===== config.mk =====
export PLATFORM = sky130hd
export DESIGN_NAME = serial_logic_unit
export DESIGN_NICKNAME = d
export VERILOG_FILES = /design/src/rtl/logic_unit_pkg.sv /design/src/rtl/slice_logic.sv /design/src/rtl/serial_logic_unit.sv
export SDC_FILE = /design/constraint.sdc
export NUM_CORES = 1
export LEC_CHECK = 0
export CAP_MARGIN = 20
export CORE_MARGIN = 10
export CORE_UTILIZATION = 39
export CTS_CLUSTER_SIZE = 28
export DETAILED_ROUTE_END_ITERATION = 16
export PLACE_DENSITY = 0.63
export SLEW_MARGIN = 10
export SYNTH_ARGS = -nofsm -noshare
export SYNTH_HDL_FRONTEND = slang
export SYNTH_SLANG_ARGS = --single-unit

===== constraint.sdc =====
create_clock -name clock -period 4 [get_ports clock]
set_input_delay 0.8 -clock clock [delete_from_list [all_inputs] [get_ports clock]]
set_output_delay 0.8 -clock clock [all_outputs]
set_load 0.05 [all_outputs]

===== src/rtl/logic_unit_pkg.sv =====
// Shared definitions for the serial logic unit: op codes, FSM states and
// the per-bit operation used by every slice.
package logic_unit_pkg;

  localparam logic [2:0] OP_AND   = 3'b000;
  localparam logic [2:0] OP_OR    = 3'b001;
  localparam logic [2:0] OP_XOR   = 3'b010;
  localparam logic [2:0] OP_NOR   = 3'b011;
  localparam logic [2:0] OP_ANDN  = 3'b100;
  localparam logic [2:0] OP_NAND  = 3'b101;
  localparam logic [2:0] OP_XNOR  = 3'b110;
  localparam logic [2:0] OP_PASSA = 3'b111;

  typedef enum logic [1:0] {
    ST_IDLE = 2'd0,
    ST_RUN  = 2'd1,
    ST_DONE = 2'd2
  } state_t;

  // True when the word splits into a whole number of non-empty slices.
  function automatic bit width_ok(int data_w, int slice_w);
    return (slice_w > 0) && (data_w >= slice_w) && ((data_w % slice_w) == 0);
  endfunction

  function automatic logic bit_op(logic [2:0] op, logic x, logic y);
    logic r;
    case (op)
      OP_AND:   r = x & y;
      OP_OR:    r = x | y;
      OP_XOR:   r = x ^ y;
      OP_NOR:   r = ~(x | y);
      OP_ANDN:  r = x & ~y;
      OP_NAND:  r = ~(x & y);
      OP_XNOR:  r = ~(x ^ y);
      default:  r = x;
    endcase
    return r;
  endfunction

endpackage


===== src/rtl/slice_logic.sv =====
// Combinational logic operation on one SLICE_W-bit slice of the operands.
module slice_logic
  import logic_unit_pkg::*;
#(
  parameter int SLICE_W = 8
) (
  input  logic [2:0]         op,
  input  logic [SLICE_W-1:0] sa,
  input  logic [SLICE_W-1:0] sb,
  output logic [SLICE_W-1:0] sy
);

  generate
    for (genvar gi = 0; gi < SLICE_W; gi++) begin : g_bit
      assign sy[gi] = bit_op(op, sa[gi], sb[gi]);
    end
  endgenerate

endmodule


===== src/rtl/serial_logic_unit.sv =====
// Multi-cycle bitwise logic unit: one SLICE_W slice per cycle, LSB first,
// with a start/ready/done handshake and a zero flag.
module serial_logic_unit
  import logic_unit_pkg::*;
#(
  parameter int DATA_W  = 32,
  parameter int SLICE_W = 8
) (
  input  logic              clock,
  input  logic              reset_n,
  input  logic              start,
  input  logic [2:0]        op,
  input  logic [DATA_W-1:0] a,
  input  logic [DATA_W-1:0] b,
  output logic              ready,
  output logic              done,
  output logic [DATA_W-1:0] result,
  output logic              zero
);

  localparam int NSLICE = DATA_W / SLICE_W;
  localparam int IDX_W  = (NSLICE > 1) ? $clog2(NSLICE) : 1;
  localparam logic [IDX_W-1:0] LAST_IDX = IDX_W'(NSLICE - 1);

  generate
    if (!width_ok(DATA_W, SLICE_W)) begin : g_bad_width
      $fatal(1, "serial_logic_unit: DATA_W must be a non-zero multiple of SLICE_W");
    end
  endgenerate

  state_t              state_reg, state_next;
  logic [DATA_W-1:0]   a_reg, b_reg, result_reg;
  logic [2:0]          op_reg;
  logic [IDX_W-1:0]    idx_reg;
  logic                nz_reg, zero_reg;
  logic [SLICE_W-1:0]  sa, sb, sy;
  logic                accept, last_slice;

  assign ready      = (state_reg != ST_RUN);
  assign done       = (state_reg == ST_DONE);
  assign result     = result_reg;
  assign zero       = zero_reg;
  assign accept     = start & ready;
  assign last_slice = (idx_reg == LAST_IDX);

  assign sa = a_reg[idx_reg*SLICE_W +: SLICE_W];
  assign sb = b_reg[idx_reg*SLICE_W +: SLICE_W];

  slice_logic #(.SLICE_W(SLICE_W)) u_slice (
    .op (op_reg),
    .sa (sa),
    .sb (sb),
    .sy (sy)
  );

  always_ff @(posedge clock or negedge reset_n) begin
    if (!reset_n) state_reg <= ST_IDLE;
    else          state_reg <= state_next;
  end

  always_comb begin
    state_next = state_reg;
    case (state_reg)
      ST_IDLE: if (accept) state_next = ST_RUN;
      ST_RUN:  if (last_slice) state_next = ST_DONE;
      ST_DONE: state_next = accept ? ST_RUN : ST_IDLE;
      default: state_next = ST_IDLE;
    endcase
  end

  // Accept and RUN never coincide: ready is low throughout RUN.
  always_ff @(posedge clock or negedge reset_n) begin
    if (!reset_n) begin
      a_reg      <= '0;
      b_reg      <= '0;
      op_reg     <= OP_AND;
      idx_reg    <= '0;
      nz_reg     <= 1'b0;
      result_reg <= '0;
      zero_reg   <= 1'b1;
    end else if (accept) begin
      a_reg      <= a;
      b_reg      <= b;
      op_reg     <= op;
      idx_reg    <= '0;
      nz_reg     <= 1'b0;
      result_reg <= '0;
    end else if (state_reg == ST_RUN) begin
      result_reg[idx_reg*SLICE_W +: SLICE_W] <= sy;
      nz_reg <= nz_reg | (|sy);
      if (last_slice) begin
        idx_reg  <= '0;
        zero_reg <= ~(nz_reg | (|sy));
      end else begin
        idx_reg  <= idx_reg + 1'b1;
      end
    end
  end

endmodule


==> impl_metrics.ini <==
[clock_network]
cts_buffers = 9
worstSkewPairLatency_ns = 0.35
cts-root-buf = clkbuf_16
cts_resized = 0
cts_max_level = 3
hold_buffers = 0
clk_pin_slew_ns = 0.07
clock_sinks = 105
ctsLongestPathBuffers = 2
cts_setup_buffers = 0
cts_tree = yes

[worst_setup_path]
crit_path_start_kind = flip-flop
timing.critical_path.from = idx_reg[0]
path_class = flip-flop to flip-flop
crit_fanout = 13
end_kind = flip-flop
crit_end = nz_reg
critical_path_required_ns = 4.23
rr_endpoint = nz_reg
cp_data_arrival_time_ns = 3.47
reg2regPathDepth = 8
r2r_slack_ns = 0.76
reg2reg_from = idx_reg[0]

[logic_synthesis]
synth_edf_count = 0
ys_seq_area_share_pct = 49.4
postSynthCellCount = 432
syn_area_um2 = 5330
synth_nets = 530
synth.ff_latch_count = 105
ys.flop_type = dfrtp_1
avgSynthCellArea_um2 = 12.3
synthArstFlopShare_pct = 100
ys_types = 53
ys_warn_count = 0

[layout]
fin_nets = 632
drive_above_1_share_pct = 14.5
antenna_cells = 0
layout_commonest_cell = dfrtp_1
most-common-layout-cells = dfrtp_1, clkdlybuf4s50_1, mux2_1, nand2_1
area_growth_pct = 28.7

[drt]
wl_per_cell_um = 18.5
first_pass_iters = 4
drc = 0
drt_iter0_markers = 204
routed_via_density = 5.26
routed_wl_um = 13200
vias = 3753
ant_nets = 0

[timing]
rsz0062_at_grt = no
timing.final.crit_share_pct = 81.0
max_freq_mhz = 309
setup_tns_ns = 0
setup_violations = 0
drv_slew = 0
clock_skew_ns = 0.00673
finalHoldViolCount = 0
slew-limit-headroom_pct = 46.2
period_minus_slack_ns = 3.24
worst_pin_slew_ns = 0.808

[grt]
grt_pass1_wl_um = 21400
track_usage_pct = 14.4
grt_max_degree = 75
antenna_found_initial = 0
grt_pass1_vias = 4091
grt-ovfl-total = 0

[floorplanning]
ioPinCount = 105
die_area_um2 = 18700
die_height_um = 137
rows = 42
initial_utilization_pct = 40.1
die_x_um = 137
core_um2 = 13300

[pwr]
leakage_uw = 0.00291
finalPower_uw = 6350
worst_ir_drop_vdd_v = 0.000315
power_per_cell_area_nw_per_um2 = 926

[hold_path]
hp-class = flip-flop to flip-flop

[placed_design]
hpwl_um = 10200
io_buffers = 104
gp_congestion = 0.791

[run_status]
status = finished clean

[flow_run]
cap_violations = 0
[critical path, stage by stage (launching register included)]
cell and delay, ns:
dfrtp_1 0.87, mux4_2 0.65, ha_1 0.22, nor2b_1 0.12, a2111oi_0 0.43, o32ai_1 0.17
o21ai_1 0.22, nand2_1 0.14, o31a_1 0.30
[metrics by stage]
stage          cell area [um2]  util [%]  setup WS, ns  std cells  hold WS (ns)
3_3_place_gp              6550      49.3         0.815        699         0.463
5_1_grt                   6850      51.5         0.494        714         0.499
3_5_place_dp              6550      49.3         0.670        699         0.469
4_1_cts                   6850      51.5         0.683        714         0.483
2_1_floorplan             5330         -          1.25        432         0.449
6_report                  6850      51.5         0.762        714         0.481
[layout make-up]
class | count | area, um2
clock buffers | 11 | 253
inverters | 26 | 97.6
repair buffers | 112 | 1110
well taps | 176 | 220
multi-input cells | 280 | 2490
flip-flops and latches | 105 | 2630
fillers | 1190 | 6440
clock inverters | 4 | 51.3
[power by group]
group | total [uW] | internal, uW | switching (uW)
registers | 1910 | 1550 | 361
clock network | 902 | 517 | 385
logic | 3540 | 1500 | 2040
[routing by layer]
| metal | wire [um] | track usage [%] | up-vias |
|---|---|---|---|
| met5 | 0 | 0 | - |
| met3 | 775 | 3.67 | 13 |
| met1 | 5870 | 18.4 | 1908 |
| met2 | 6410 | 23.4 | 87 |
| met4 | 176 | 4.39 | 0 |
| li1 | - | - | 1745 |
[kinds of logic (layout without fill, tap and decap cells)]
group / count (synthesis) / in the layout / share of synthesized area [%]
buffers and inverters: 47 / 153 / 3.88
adder cells (fa/ha/maj): 28 / 28 / 6.58
XOR/XNOR: 6 / 6 / 0.987
AO/OA/AOI/OAI: 81 / 81 / 10.8
AND/OR/NAND/NOR: 81 / 81 / 7.28
multiplexers: 84 / 84 / 21.1
flip-flops: 105 / 105 / 49.4
[worst min path at each step]
| stage | from | end | slack, ns | cells after the start |
|---|---|---|---|---|
| after detailed placement | b_reg[22] | b_reg[22] | 0.47 | 1 |
| after CTS | b_reg[22] | b_reg[22] | 0.48 | 1 |
| after floorplan | b_reg[15] | b_reg[15] | 0.45 | 1 |
| final | b_reg[22] | b_reg[22] | 0.48 | 1 |
| after global routing | b_reg[22] | b_reg[22] | 0.50 | 1 |
| after global placement | a_reg[5] | a_reg[5] | 0.46 | 1 |
[synth_stat cells (4+ instances only)]
cell type / number / share of area (%)
nor2_1: 8 / 0.56
mux2_1: 43 / 9.1
nand2b_1: 4 / 0.47
o21ai_0: 28 / 2.6
o22ai_2: 4 / 0.94
a21oi_1: 10 / 0.94
inv_1: 23 / 1.6
mux2_2: 22 / 4.7
buf_2: 18 / 1.7
nand2_1: 41 / 2.9
a22o_1: 9 / 1.5
o22ai_1: 5 / 0.59
ha_1: 28 / 6.6
mux4_2: 15 / 6.3
nor2b_1: 7 / 0.82
dfrtp_1: 104 / 49
o211ai_1: 4 / 0.56
(Power assumes the default switching activity.)
